==> config.mk <==
export PLATFORM = sky130hd
export DESIGN_NAME = conv_window_seq
export DESIGN_NICKNAME = d
export VERILOG_FILES = /design/src/rtl/conv_window_seq.sv
export SDC_FILE = /design/constraint.sdc
export NUM_CORES = 1
export LEC_CHECK = 0
export CAP_MARGIN = 20
export CORE_MARGIN = 1.5
export CORE_UTILIZATION = 45
export CTS_CLUSTER_DIAMETER = 150
export CTS_CLUSTER_SIZE = 24
export DETAILED_ROUTE_END_ITERATION = 10
export PLACE_DENSITY = 0.71
export SYNTH_ARGS = -nofsm -noshare
export SYNTH_HDL_FRONTEND = slang
export SYNTH_SLANG_ARGS = --single-unit
==> constraint.sdc <==
create_clock -name clock -period 1.9 [get_ports clock]
set_input_delay 0.38 -clock clock [delete_from_list [all_inputs] [get_ports clock]]
set_output_delay 0.38 -clock clock [all_outputs]
set_load 0.02 [all_outputs]
==> src/rtl/conv_window_seq.sv <==
// Pixel-window sequencer: walks a raster stream, drives the window-bank load enable and
// flags complete K x K windows to the MAC array. Define CONV_WIN_STRIDE2_EN for stride-2 windows.
module conv_window_seq #(
    parameter int IMG_W = 28,
    parameter int IMG_H = 28,
    parameter int K     = 3,
    parameter int CW    = $clog2(IMG_W),
    parameter int RW    = $clog2(IMG_H)
) (
    input  logic          clock,
    input  logic          reset,
    input  logic          start,
    input  logic          in_valid,
    output logic          in_ready,
    output logic          reg_en,
    output logic          win_valid,
    input  logic          win_ready,
    output logic [CW-1:0] win_x,
    output logic [RW-1:0] win_y,
    output logic          busy,
    output logic          done
);

    typedef enum logic [1:0] {IDLE, RUN, DRAIN, DONE} state_t;

    localparam logic [CW-1:0] COL_LAST = CW'(IMG_W - 1);
    localparam logic [RW-1:0] ROW_LAST = RW'(IMG_H - 1);
    localparam logic [CW-1:0] KM1_C    = CW'(K - 1);
    localparam logic [RW-1:0] KM1_R    = RW'(K - 1);

    state_t        state_q, state_d;
    logic [CW-1:0] col_q, col_d;
    logic [RW-1:0] row_q, row_d;
    logic          win_valid_q, win_valid_d;
    logic [CW-1:0] win_x_q, win_x_d;
    logic [RW-1:0] win_y_q, win_y_d;

    logic          at_window;
    logic          new_win;
    logic [CW-1:0] wx;
    logic [RW-1:0] wy;

    assign wx = col_q - KM1_C;
    assign wy = row_q - KM1_R;

    // A pending, unconsumed window freezes the bank until the MAC array takes it.
    assign in_ready = (state_q == RUN) && !(win_valid_q && !win_ready);
    assign reg_en   = in_valid & in_ready;

`ifdef CONV_WIN_STRIDE2_EN
    assign at_window = (int'(col_q) >= K - 1) && (int'(row_q) >= K - 1) && !wx[0] && !wy[0];
`else
    assign at_window = (int'(col_q) >= K - 1) && (int'(row_q) >= K - 1);
`endif

    assign new_win = reg_en & at_window;

    always_comb begin
        state_d     = state_q;
        col_d       = col_q;
        row_d       = row_q;
        win_valid_d = win_valid_q & !win_ready;
        win_x_d     = win_x_q;
        win_y_d     = win_y_q;

        if (new_win) begin
            win_valid_d = 1'b1;
            win_x_d     = wx;
            win_y_d     = wy;
        end

        case (state_q)
            IDLE: begin
                if (start) begin
                    state_d = RUN;
                    col_d   = '0;
                    row_d   = '0;
                end
            end
            RUN: begin
                if (reg_en) begin
                    if (col_q == COL_LAST) begin
                        col_d = '0;
                        if (row_q == ROW_LAST) begin
                            row_d   = '0;
                            state_d = DRAIN;
                        end else begin
                            row_d = row_q + 1'b1;
                        end
                    end else begin
                        col_d = col_q + 1'b1;
                    end
                end
            end
            DRAIN: begin
                if (!win_valid_q || win_ready) state_d = DONE;
            end
            DONE:    state_d = IDLE;
            default: state_d = IDLE;
        endcase
    end

    always_ff @(posedge clock) begin
        if (reset) begin
            state_q     <= IDLE;
            col_q       <= '0;
            row_q       <= '0;
            win_valid_q <= 1'b0;
            win_x_q     <= '0;
            win_y_q     <= '0;
        end else begin
            state_q     <= state_d;
            col_q       <= col_d;
            row_q       <= row_d;
            win_valid_q <= win_valid_d;
            win_x_q     <= win_x_d;
            win_y_q     <= win_y_d;
        end
    end

    assign win_valid = win_valid_q;
    assign win_x     = win_x_q;
    assign win_y     = win_y_q;
    assign busy      = (state_q != IDLE);
    assign done      = (state_q == DONE);

endmodule
Word-level counts from Yosys, hierarchy flattened
Index checks and enable logic that the tools add are counted.

Logic and storage cells: 53. Bits in registers: 23. Bits of input ports: 5. Output and inout bits: 15.

Add/sub/neg operators: 4. Bitwise operators: 3. Equal/unequal tests: 10. Reductions and logical operators: 13. Order comparisons: 2. Multiplexer cells: 15.

Operators with widths (number): $mux 5 (6); $pmux 5 s2 (2); $add 5x1->5 const B (2); $eq 5x5->1 const B (2); $ge 5x2->1 const B (2); $mux 2 (5); $sub 5x2->5 const B (2); $pmux 2 s4 (1); $ne 2x2->1 const B (3); $reduce_and 5->1 (1); $eq 2x2->1 const B (2); $ne 2x1->1 const B (2); $reduce_and 4->1 (1); $reduce_bool 2->1 (2); $and 1x1->1 (3); $logic_and 1x1->1 (3); $logic_not 1->1 (3); $reduce_and 3->1 (1); $eq 2x1->1 const B (1); $logic_not 2->1 (1); $logic_or 1x1->1 (1); $mux 1 (1).

Depth between registers and ports, before layout
Depth in word-level cells: 7. Depth in mapped cells: 8.

Worst setup path after synthesis
Ideal clock, no wire load.

Kind: reg2reg. Start: register state_q[1]. End: register row_q[4]. Data arrival time: 1.675 ns. Path slack: 0.154 ns. Cell stages (with the launch flop): 8. Data required time: 1.830 ns. Cells stage by stage: dfxtp_1 -> inv_1 -> ha_1 -> buf_2 -> nand2b_1 -> o21a_1 -> or4_1 -> a21oi_1.

Word-level cells in the longest chain between the ends: 5. Elaborated cells between the ends (all ways): 10. Those cells by class: 4 x eq/ne; 1 x mux; 1 x bitwise; 4 x reduce/logical.

RTL lines: start, declared (line 31) `state_t state_q, state_d;`; start signal, assigned (line 112) `state_q <= state_d;`; $eq 2x1->1 (line 47, 72); $logic_and 1x1->1 (line 47) `assign in_ready = (state_q == RUN) && !(win_valid_q && !win_ready);`; $and 1x1->1 (line 48) `assign reg_en = in_valid & in_ready;`; $ne 2x2->1 (no source line); $reduce_and 4->1 (no source line); end signal, assigned (line 114) `row_q <= row_d;`; end, declared (line 33) `logic [RW-1:0] row_q, row_d;`.

Parallel ways exist; a longest one is shown, timed or not. A chain may end at the register's enable or synchronous reset.

Worst setup path in the final report
Start: register state_q[1]. End: output in_ready.

Word-level cells in the longest chain between the ends: 2.

RTL lines: $eq 2x1->1 (line 47); $logic_and 1x1->1 (line 47); end, declared (line 14) `output logic in_ready,`.

No other way between the ends.

==> flow_metrics.tcl <==
set metrics [dict create \
    h-tree-depth 1 \
    setup_violations 0 \
    hold_path.class "reg -> reg" \
    clockBufferDepth 2 \
    regArea_sq_um 462.9 \
    syn_inst 153 \
    grt_util_all_layers_pct 19.77 \
    grt_pass1_vias 1211 \
    synth_fp_nets 171 \
    start_util_pct 47.50 \
    fmax_mhz 542.6 \
    setup_ws_ps 56.98 \
    p_int_uw 945.4 \
    rows 19 \
    hold_viol 0 \
    portBuffers 19 \
    drive_gt1_share_pct 19.58 \
    max_slew_margin_pct 70.86 \
    fp.dieH_um 57.19 \
    routed_wl_mm 3.035 \
    switching_power_uw 603.8 \
    met2_usage_pct 36.45 \
    route.detailed.drc 0 \
    clock-sinks 23 \
    finalMaxSlewViolations 0 \
    crit_end "in_ready" \
    grt_max_degree 15 \
    syn_avg_cell_area_sq_um 8.636 \
    grt_pass1_wl_mm 5.230 \
    vias 1220 \
    diodes 0 \
    rrSetupSlack_ps 80 \
    setup_tns_ps 0 \
    cts_tree "built" \
    dieWidth_um 57.19 \
    synth_area_leader_cell "dfxtp_1" \
    insertion_delay_ps 310 \
    worst-setup-path-type "reg -> out" \
    whs_ps 491.1 \
    synth.distinct_cells 36 \
    top_usage_layer "met2" \
    grt_use_met1_pct 23.94 \
    cts_root_buffer "clkbuf_4" \
    grt_use_met3_pct 2.948 \
    rsz0062_at_grt "true" \
    ys_ff_latch 23 \
    critPathLaunchType "flop" \
    syn2layout_area_growth_pct 29.64 \
    critPathMaxFanout 6 \
    multiInputGateArea_sq_um 823.3 \
    max_cap_viol_count 0 \
    ys_async_sr_fraction_pct 0 \
    rr_worst_depth 7 \
    crit_arrival_ps 1460 \
    synth_top_area_share_pct 34.85 \
    p_per_area_mw_per_mm2 904.4 \
    tightest_slew_ps 435.2 \
    core_area_sq_mm 0.002781 \
    antenna_found_initial 0 \
    total_power_mw 1.549 \
    seqPwrFrac_pct 35.0 \
    period_needed_ps 1843 \
    cts-hold-fix-buffers 0 \
    yosys-top-cells-count "23 x dfxtp_1, 18 x a21oi_1, 13 x ha_1" \
    dp.cells 216 \
    post_cts_buffers 0 \
    final_nets 208 \
    max_stage_delay_ps 330 \
    nFillCells 246 \
    post-dp-hpwl_mm 2.297 \
    r2r-start "col_q[1]$_SDFFE_PP0P_" \
    cts_inserted_buffers 3 \
    yosysWarnings 0 \
    cp_slowest_cell "dfxtp_1" \
    synth_flop_cell "dfxtp_1" \
    die_area_sq_mm 0.003270 \
    via_per_inst 5.545 \
    final_cells 220 \
    end_kind "output port" \
    cp.required_ps 1520 \
    synthTopCellsByArea "dfxtp_1 35%, ha_1 12%, a21oi_1 6.8%, a211oi_1 4.5%, nand2b_1 3.8%" \
    placed_area_sq_mm 0.001664 \
    crit_path_cell_trace "inv_1 -> ha_2 -> inv_1 -> nor2_1 -> clkdlybuf4s15_2" \
    r2r_end "win_x[2]$_SDFFE_PP0P_" \
    syn-cell-area_sq_mm 0.001321 \
    ant_nets 0 \
    switching_share_pct 38.97 \
    synth.most_common_cell "dfxtp_1" \
    first_pass_iters 4 \
    pin_count 20 \
    drt_iter0_markers 30 \
    finalCritPeriodShare_pct 97.00 \
    dp_slack_ps -283.1 \
    skew_ps 4.679 \
    pwr-share-clk_pct 14.8 \
    pwr-share-comb_pct 50.2 \
    critPathMostFrequentCell "inv_1" \
    startpoint "state_q[1]$_SDFFE_PP0P_" \
    peakVddDrop_mv 0.6444 \
    ys_seq_area_share_pct 34.85 \
    fin_util_pct 61.58 \
    p_leak_nw 0.7004 \
    routabilityCongestion 0.8083 \
    synth_edf_count 0 \
    fin_area_sq_mm 0.001713 \
    status "finished, final reports clean" \
    overflow 0 \
    cts.clk_slew.worst_paths_ps 130 \
    post_drt_wl_per_cell_um 13.80 \
]
critical path, delay by kind of cell (launching register included):
kind | cells | cell delay (ps)
fa+ha+maj | 1 | 230
buf+inv | 3 | 480
flops | 1 | 330
simple gates | 1 | 120
power by group through the flow:
| stage | sequential, mW | combinational (mW) | clock (mW) |
|---|---|---|---|
| 3_5_place_dp | 0.550 | 0.769 | 0 |
| 5_1_grt | 0.547 | 0.862 | 0.257 |
| 4_1_cts | 0.539 | 0.762 | 0.236 |
| 3_3_place_gp | 0.549 | 0.739 | 0 |
| 6_report | 0.543 | 0.777 | 0.229 |
| 2_1_floorplan | 0.558 | 0.433 | 0 |
sequential cells by signal, indices dropped and copies added (netlist names):
signal,cells
col_q,5
row_q,5
state_q,2
win_valid,1
win_x,5
win_y,5
cell families (layout without fill, tap and decap cells):
logic type                 count (synthesis)  count (layout)  synth area share [%]
muxes                                      3               3                 2.273
AOI/OAI and AO/OA                         48              48                 22.35
buffers and inverters                     16              52                 4.735
and+or+nand+nor                           46              46                 20.83
DFF                                       23              23                 34.85
adders and majority gates                 13              13                 12.31
xor gates and xnor gates                   4               4                 2.651
worst min path at each step:
stage / start / to / slack [ps] / cells past startpoint
3_5_place_dp: win_y[0]$_SDFFE_PP0P_ / win_y[0]$_SDFFE_PP0P_ / 480 / 2
3_3_place_gp: win_y[0]$_SDFFE_PP0P_ / win_y[0]$_SDFFE_PP0P_ / 470 / 2
2_1_floorplan: state_q[1]$_SDFFE_PP0P_ / state_q[1]$_SDFFE_PP0P_ / 480 / 2
5_1_grt: col_q[1]$_SDFFE_PP0P_ / win_x[1]$_SDFFE_PP0P_ / 520 / 1
6_report: win_y[0]$_SDFFE_PP0P_ / win_y[0]$_SDFFE_PP0P_ / 490 / 2
4_1_cts: win_y[0]$_SDFFE_PP0P_ / win_y[0]$_SDFFE_PP0P_ / 490 / 2
timing repair:
item,4_1_cts,5_1_grt
cloned,0,0
pin swaps,0,1
resized for setup,8,8
setup endpoints to repair,4,20
layer usage:
layer  vias to the layer above  wire length [um]
li1                        625                 -
met1                       562              1373
met2                        29              1531
met3                         4               107
met4                         0                22
met5                         -                 0
layout by cell type, fill, tap and decap left out, drive strengths merged, types with 6 or more instances in the layout:
master and instances:
inv 11, nor2 6, ha 13, a21oi 18
nand3 6, a211oi 8, dfxtp 23, o21ai 9
buf 18, clkdlybuf4s50 15, nand2b 8
final cells by class:
cell class                 instances  area share [%]
clock inverter                     1          0.2922
clock buffer                       3           1.315
multi-input combinational        114           48.06
tap                               31           2.264
timing repair buffer              37           18.63
sequential                        23           27.03
inverter                          11           2.411
No activity file was read; power rests on OpenSTA's default activity.
